$ cat config.mk
export PLATFORM = sky130hd
export DESIGN_NAME = controle_gravacao_tabuleiro_flat
export DESIGN_NICKNAME = d
export VERILOG_FILES = /design/src/rtl/batalha_pkg.sv /design/src/rtl/controle_gravacao_tabuleiro_if.sv /design/src/rtl/gerador_celula.sv /design/src/rtl/controle_gravacao_tabuleiro.sv /design/src/flat_wrapper.sv
export SDC_FILE = /design/constraint.sdc
export NUM_CORES = 1
export LEC_CHECK = 0
export ABC_AREA = 1
export BUFFER_PORTS_ARGS = -buffer_cell sky130_fd_sc_hd__buf_2
export CORE_MARGIN = 5
export CORE_UTILIZATION = 45
export DETAILED_ROUTE_END_ITERATION = 8
export PLACE_DENSITY_LB_ADDON = 0.3
export SLEW_MARGIN = 20
export SYNTH_ARGS = -nofsm -noshare
export SYNTH_HDL_FRONTEND = slang
export SYNTH_SLANG_ARGS = --single-unit
$ cat constraint.sdc
create_clock -name clk -period 3.3 [get_ports clk]
set_input_delay 0.33 -clock clk [delete_from_list [all_inputs] [get_ports clk]]
set_output_delay 0.33 -clock clk [all_outputs]
set_load 0.05 [all_outputs]
$ cat src/rtl/batalha_pkg.sv
// rtl/batalha_pkg.sv - shared widths, ship types, length table and sequencer states
package batalha_pkg;

   localparam int BOARD_BITS = 3;
   localparam int CELL_W     = 3;
   localparam int ADDR_W     = 2 * BOARD_BITS + 1;

   localparam logic [CELL_W-1:0]   WATER   = '0;
   localparam logic [BOARD_BITS:0] COMP_UM = (BOARD_BITS + 1)'(1);
   localparam logic [BOARD_BITS:0] LIMITE  = {1'b0, {BOARD_BITS{1'b1}}};

   typedef enum logic [2:0] {
      SUBMARINO        = 3'd0,
      CONTRATORPEDEIRO = 3'd1,
      CRUZADOR         = 3'd2,
      ENCOURACADO      = 3'd3,
      PORTA_AVIOES     = 3'd4
   } tipo_t;

   typedef enum logic [2:0] {
      IDLE, BOUNDS, READ, WAIT, CHECK, WRITE, DONE
`ifdef LIMPA_TABULEIRO_EN
      , CLEAR
`endif
   } estado_t;

   // Undefined types return 1 so the datapath stays well formed; BOUNDS rejects them anyway.
   function automatic logic [BOARD_BITS:0] comprimento(input logic [2:0] t);
      case (t)
         SUBMARINO:        return (BOARD_BITS + 1)'(1);
         CONTRATORPEDEIRO: return (BOARD_BITS + 1)'(2);
         CRUZADOR:         return (BOARD_BITS + 1)'(3);
         ENCOURACADO:      return (BOARD_BITS + 1)'(4);
         PORTA_AVIOES:     return (BOARD_BITS + 1)'(5);
         default:          return (BOARD_BITS + 1)'(1);
      endcase
   endfunction

endpackage

$ cat src/rtl/controle_gravacao_tabuleiro_if.sv
// rtl/controle_gravacao_tabuleiro_if.sv - board memory bus between the sequencer and board RAM
interface controle_gravacao_tabuleiro_if;
   import batalha_pkg::*;

   logic [ADDR_W-1:0] mem_addr;
   logic              mem_re;
   logic              mem_we;
   logic [CELL_W-1:0] mem_wdata;
   logic [CELL_W-1:0] mem_rdata;

   modport master (
      output mem_addr, mem_re, mem_we, mem_wdata,
      input  mem_rdata
   );

   modport slave (
      input  mem_addr, mem_re, mem_we, mem_wdata,
      output mem_rdata
   );
endinterface

$ cat src/rtl/gerador_celula.sv
// rtl/gerador_celula.sv - board address of the i-th cell covered by a ship
module gerador_celula
   import batalha_pkg::*;
(
   input  logic [BOARD_BITS-1:0] x1,
   input  logic [BOARD_BITS-1:0] y1,
   input  logic                  direcao,
   input  logic [BOARD_BITS-1:0] i,
   input  logic                  jogador,
   output logic [ADDR_W-1:0]     addr
);
   logic [BOARD_BITS-1:0] x;
   logic [BOARD_BITS-1:0] y;

   always_comb begin
      x = x1;
      y = y1;
      if (direcao) y = y1 + i;
      else         x = x1 + i;
      addr = {jogador, y, x};
   end
endmodule

$ cat src/rtl/controle_gravacao_tabuleiro.sv
// rtl/controle_gravacao_tabuleiro.sv - ship placement check/write sequencer
// Optional board clear (limpa port, CLEAR state) under LIMPA_TABULEIRO_EN.
module controle_gravacao_tabuleiro
   import batalha_pkg::*;
#(
   parameter int MEM_LAT = 1
) (
   input  logic                  clk,
   input  logic                  reset,
   input  logic                  valida,
   input  logic [BOARD_BITS-1:0] X1,
   input  logic [BOARD_BITS-1:0] Y1,
   input  logic                  direcao,
   input  logic [2:0]            tipo,
   input  logic                  jogador,
`ifdef LIMPA_TABULEIRO_EN
   input  logic                  limpa,
`endif
   output logic                  conflito,
   output logic                  pronto,
   output logic                  ocupado,
   controle_gravacao_tabuleiro_if.master mem
);
   localparam logic [1:0] LAT_FIM = 2'(MEM_LAT - 1);

   estado_t               estado, estado_n;
   logic                  valida_q;
   logic [BOARD_BITS-1:0] x_q, y_q;
   logic                  dir_q, jog_q;
   logic [2:0]            tipo_q;
   logic [BOARD_BITS-1:0] idx, idx_n;
   logic [1:0]            lat_cnt, lat_n;
   logic                  conflito_q, conflito_n;
   logic [ADDR_W-1:0]     addr_q, addr_cel;
   logic                  latch_op, latch_jog;
   logic                  inicio;
   logic [BOARD_BITS:0]   ultimo, fim;
   logic                  fora;
`ifdef LIMPA_TABULEIRO_EN
   logic [2*BOARD_BITS-1:0] clr_cnt, clr_n;
`endif

   assign inicio = valida && !valida_q && (estado == IDLE);
   assign ultimo = comprimento(tipo_q) - COMP_UM;
   assign fim    = {1'b0, (dir_q ? y_q : x_q)} + ultimo;
   assign fora   = (fim > LIMITE) || (tipo_q > 3'd4);

   gerador_celula u_gerador (
      .x1      (x_q),
      .y1      (y_q),
      .direcao (dir_q),
      .i       (idx),
      .jogador (jog_q),
      .addr    (addr_cel)
   );

   always_comb begin
      estado_n   = estado;
      idx_n      = idx;
      lat_n      = lat_cnt;
      conflito_n = conflito_q;
      latch_op   = 1'b0;
      latch_jog  = 1'b0;
`ifdef LIMPA_TABULEIRO_EN
      clr_n      = clr_cnt;
`endif
      case (estado)
         IDLE: begin
`ifdef LIMPA_TABULEIRO_EN
            // A clear request wins; the concurrent valida edge is consumed by valida_q.
            if (limpa) begin
               latch_jog = 1'b1;
               clr_n     = '0;
               estado_n  = CLEAR;
            end else
`endif
            if (inicio) begin
               latch_op = 1'b1;
               estado_n = BOUNDS;
            end
         end
         BOUNDS: begin
            conflito_n = fora;
            idx_n      = '0;
            estado_n   = fora ? DONE : READ;
         end
         READ: begin
            lat_n    = '0;
            estado_n = WAIT;
         end
         WAIT: begin
            if (lat_cnt == LAT_FIM) estado_n = CHECK;
            else                    lat_n    = lat_cnt + 2'd1;
         end
         CHECK: begin
            if (mem.mem_rdata != WATER) begin
               conflito_n = 1'b1;
               estado_n   = DONE;
            end else if ({1'b0, idx} == ultimo) begin
               idx_n    = '0;
               estado_n = WRITE;
            end else begin
               idx_n    = idx + 1'b1;
               estado_n = READ;
            end
         end
         WRITE: begin
            idx_n = idx + 1'b1;
            if ({1'b0, idx} == ultimo) begin
               conflito_n = 1'b0;
               estado_n   = DONE;
            end
         end
`ifdef LIMPA_TABULEIRO_EN
         CLEAR: begin
            clr_n = clr_cnt + 1'b1;
            if (clr_cnt == '1) begin
               conflito_n = 1'b0;
               estado_n   = DONE;
            end
         end
`endif
         DONE:    estado_n = IDLE;
         default: estado_n = IDLE;
      endcase
   end

   always_ff @(posedge clk or negedge reset) begin
      if (!reset) begin
         estado     <= IDLE;
         valida_q   <= 1'b0;
         x_q        <= '0;
         y_q        <= '0;
         dir_q      <= 1'b0;
         tipo_q     <= '0;
         jog_q      <= 1'b0;
         idx        <= '0;
         lat_cnt    <= '0;
         conflito_q <= 1'b0;
         addr_q     <= '0;
`ifdef LIMPA_TABULEIRO_EN
         clr_cnt    <= '0;
`endif
      end else begin
         estado     <= estado_n;
         valida_q   <= valida;
         idx        <= idx_n;
         lat_cnt    <= lat_n;
         conflito_q <= conflito_n;
`ifdef LIMPA_TABULEIRO_EN
         clr_cnt    <= clr_n;
`endif
         if (latch_op) begin
            x_q    <= X1;
            y_q    <= Y1;
            dir_q  <= direcao;
            tipo_q <= tipo;
         end
         if (latch_op || latch_jog) jog_q <= jogador;
         if (mem.mem_re || mem.mem_we) addr_q <= mem.mem_addr;
      end
   end

   always_comb begin
      mem.mem_re    = (estado == READ);
      mem.mem_we    = (estado == WRITE);
      mem.mem_wdata = WATER;
      mem.mem_addr  = addr_q;
      if (estado == READ || estado == WRITE) mem.mem_addr = addr_cel;
      if (estado == WRITE) mem.mem_wdata = CELL_W'(tipo_q) + CELL_W'(1);
`ifdef LIMPA_TABULEIRO_EN
      if (estado == CLEAR) begin
         mem.mem_we   = 1'b1;
         mem.mem_addr = {jog_q, clr_cnt};
      end
`endif
   end

   assign pronto   = (estado == DONE);
   assign ocupado  = (estado != IDLE);
   assign conflito = conflito_q;
endmodule

$ cat src/flat_wrapper.sv
// flat-port wrapper written by rule: the top's interface ports become plain ports
module controle_gravacao_tabuleiro_flat import batalha_pkg::*;
#(
   parameter int MEM_LAT = 1
)
  (clk, reset, valida, X1, Y1, direcao, tipo, jogador, conflito, pronto, ocupado, mem_mem_addr, mem_mem_re, mem_mem_we, mem_mem_wdata, mem_mem_rdata);
  controle_gravacao_tabuleiro_if mem_i ();
  input  logic clk;
  input  logic reset;
  input  logic valida;
  input  logic [BOARD_BITS-1:0] X1;
  input  logic [BOARD_BITS-1:0] Y1;
  input  logic direcao;
  input  logic [2:0] tipo;
  input  logic jogador;
  output logic conflito;
  output logic pronto;
  output logic ocupado;
  output wire logic [$bits(mem_i.mem_addr)-1:0] mem_mem_addr;
  output wire logic [$bits(mem_i.mem_re)-1:0] mem_mem_re;
  output wire logic [$bits(mem_i.mem_we)-1:0] mem_mem_we;
  output wire logic [$bits(mem_i.mem_wdata)-1:0] mem_mem_wdata;
  input wire logic [$bits(mem_i.mem_rdata)-1:0] mem_mem_rdata;
  assign mem_mem_addr = mem_i.mem_addr;
  assign mem_mem_re = mem_i.mem_re;
  assign mem_mem_we = mem_i.mem_we;
  assign mem_mem_wdata = mem_i.mem_wdata;
  assign mem_i.mem_rdata = mem_mem_rdata;
  controle_gravacao_tabuleiro #(.MEM_LAT(MEM_LAT)) u_core (.clk(clk), .reset(reset), .valida(valida), .X1(X1), .Y1(Y1), .direcao(direcao), .tipo(tipo), .jogador(jogador), .conflito(conflito), .pronto(pronto), .ocupado(ocupado), .mem(mem_i));
endmodule
==> results.json <==
{
  "seq_area_um2": 701,
  "crit_path_max_fanout": 20,
  "yosys.area.top_type_share_pct": 39.5,
  "synthAdderAreaFrac_pct": 9.31,
  "clk_path_buf_depth": 2,
  "vias_per_cell": 4.90,
  "critPathCaptureType": "output port",
  "stdcell_count": 309,
  "hold_class": "in2async",
  "diodes": 0,
  "final_common_cell": "nand2_1",
  "yosys.area_share.xor_xnor_pct": 1.48,
  "initial_core_util_pct": 47.4,
  "synth_top_area_cell": "dfrtp_1",
  "drv_cap": 0,
  "layout.nets": 291,
  "hold_viol_final": 0,
  "synthSimpleGateAreaFrac_pct": 24.7,
  "place_hpwl_um": 2780,
  "cp.arrival_ps": 2220,
  "setup-tns-final_ps": 0,
  "synthMuxAreaShare_pct": 3.81,
  "gp_congestion": 0.855,
  "p_switching_w": 0.00123,
  "cp_data_required_time_ps": 2970,
  "die_height_um": 72.8,
  "pwr-share-clk_pct": 11.8,
  "setup_viol": 0,
  "fin_skew_ps": 3.42,
  "seq_area_frac_synth_pct": 39.5,
  "cts_sinks": 28,
  "syn-num-nets": 259,
  "fin_crit_ps": 2550,
  "tightest_slew_ps": 622,
  "die_area_um2": 5300,
  "cts_made_buffers": 3,
  "cts-root-buf": "clkbuf_8",
  "startpoint_type": "register",
  "hold_buffers": 0,
  "overflow": 0,
  "grt_max_degree": 29,
  "syn-instance-count": 230,
  "drtAntennaViolNets": 0,
  "cts.clk_slew.worst_paths_ps": 100,
  "outcome": "complete, no violations",
  "worstSetupPathType": "reg2out",
  "p_sw_share_pct": 53.4,
  "area_growth_pct": 14.4,
  "nFillCells": 377,
  "yosysWarnings": 0,
  "synth_compound_area_share_pct": 12.5,
  "synth_top_family_by_area": "simple AND/OR/NAND/NOR gates",
  "clk_latency_ps": 280,
  "routed_wl_um": 3520,
  "slew_violations": 0,
  "fmax_ghz": 0.392,
  "io-pin-count": 32,
  "placed_cells": 305,
  "firstDrtPassIters": 4,
  "synth_top_cells_by_area": "dfrtp_1, nand2_1, ha_1, nor2_1, a21oi_1",
  "synthDistinctLibCells": 27,
  "p_int_w": 0.00107,
  "cts_tree": "done",
  "avgSynthCellArea_um2": 7.71,
  "grt_first_pass_wirelength_um": 6130,
  "multiInputGateArea_um2": 918,
  "comb_power_share_pct": 61.5,
  "relSlewSlack_pct": 58.5,
  "vdd_drop_max_mv": 0.538,
  "vias": 1515,
  "rsz0062_at_grt": "false",
  "power_density_nw_per_um2": 1140,
  "portBuffers": 31,
  "h-tree-depth": 1,
  "cts_resized": 0,
  "p_leak_nw": 1.08,
  "cts_setup_buffers": 0,
  "ys_ff_latch": 28,
  "antenna_found_initial": 0,
  "track_usage_pct": 14.6,
  "post-route-period-util_pct": 77.3,
  "drt-initial-drc-count": 65,
  "syn_area_um2": 1770,
  "die_x_um": 72.8,
  "final_cell_mix": "nand2_1, nor2_1, buf_2, inv_1, dfrtp_1",
  "wl_per_cell_um": 11.4,
  "design.core.area_um2": 3740,
  "grt_pass1_vias": 1422,
  "seq_power_share_pct": 26.7,
  "drive_above_1_share_pct": 20.3,
  "row_count": 22,
  "drc": 0
}
-- path summary, 6_finish.rpt --
| check | start | to | slack (ps) | cells after the start |
|---|---|---|---|---|
| setup / recovery | u_core.estado[0]$_DFFE_PN0P_ | mem_mem_addr[6] | 750 | 6 |
| hold / removal | reset | u_core.addr_q[1]$_DFFE_PN0N_ | 50 | 1 |
| setup reg to reg | u_core.tipo_q[1]$_DFFE_PN0P_ | u_core.estado[2]$_DFFE_PN0P_ | 1280 | 13 |
| hold reg to reg | u_core.lat_cnt[0]$_DFFE_PN0P_ | u_core.lat_cnt[0]$_DFFE_PN0P_ | 490 | 1 |
| max in group asynchronous | reset | u_core.estado[0]$_DFFE_PN0P_ | 2840 | 1 |
| min in group clk | valida | u_core.valida_q$_DFF_PN0_ | 170 | 1 |
-- per-layer routing --
metal / wire length (um) / vias to the layer above / GRT usage, %
met1: 1680 / 674 / 19.4
met4: 17 / 0 / 3.28
met2: 1620 / 37 / 23.6
li1: - / 802 / -
met3: 210 / 2 / 3.86
met5: 0 / - / 0
-- power by group through the flow --
stage / Combinational, W / Sequential, W / Clock, W
after global placement: 0.00141 / 0.000618 / 0
after global routing: 0.00159 / 0.000637 / 0.000297
final: 0.00142 / 0.000616 / 0.000272
after detailed placement: 0.00143 / 0.000624 / 0
after CTS: 0.00143 / 0.000617 / 0.000282
after floorplan: 0.00118 / 0.000602 / 0
-- through the flow --
| step | util (%) | cell area, um^2 | worst slack, ps | power, W | hold WS (ps) |
|---|---|---|---|---|---|
| 4_1_cts | 54.2 | 2030 | 724 | 0.00233 | 80.6 |
| 3_5_place_dp | 52.3 | 1960 | 1040 | 0.00205 | 391 |
| 5_1_grt | 54.2 | 2030 | 523 | 0.00253 | 116 |
| 2_1_floorplan | - | 1770 | 678 | 0.00178 | 34.4 |
| 3_3_place_gp | 52.3 | 1960 | 1060 | 0.00203 | 396 |
| 6_report | 54.2 | 2030 | 750 | 0.00230 | 54.7 |
-- state kept, by name, indices dropped and copies added (netlist names) --
register / cells
u_core.addr_q: 7
u_core.conflito: 1
u_core.dir_q: 1
u_core.estado: 3
u_core.idx: 3
u_core.jog_q: 1
u_core.lat_cnt: 2
u_core.tipo_q: 3
u_core.valida_q: 1
u_core.x_q: 3
u_core.y_q: 3
-- synth_stat cells --
cell type and instances:
dfrtp_1 28, nor2_2 3, o21ai_0 11, nand4_1 2
nor2_4 1, ha_1 10, mux2_2 5, buf_6 2
xor2_1 3, mux2_1 1, a211oi_1 1, inv_1 29
inv_2 4, clkbuf_1 1, nor2_1 33, fa_1 2
nand2_1 48, nand3_2 1, a21oi_1 22, a31oi_1 4
o21ba_1 1, nand3_1 10, nand2_2 4, or2_1 1
a22o_1 1, o21ai_1 1, buf_2 1
-- layout make-up --
class / instances / area share [%]
Sequential cell: 28 / 34.5
Tap cell: 48 / 2.96
Clock inverter: 1 / 1.48
Clock buffer: 3 / 2.03
Timing Repair Buffer: 31 / 7.64
Multi-Input combinational cell: 165 / 45.3
Inverter: 33 / 6.10
-- kinds of logic after synthesis --
| group | after synthesis |
|---|---|
| AO/OA/AOI/OAI | 41 |
| XOR/XNOR | 3 |
| adder cells (fa/ha/maj) | 12 |
| buffers and inverters | 37 |
| flip-flops | 28 |
| multiplexers | 6 |
| AND/OR/NAND/NOR | 103 |
-- critical path, stage by stage (launching register included) --
cell and delay, ps:
dfrtp_1 510, inv_2 90, nor2_2 190, inv_2 100, nand2_1 460, mux2_1 380
buf_2 210
Power figures use the tool's default switching activity.
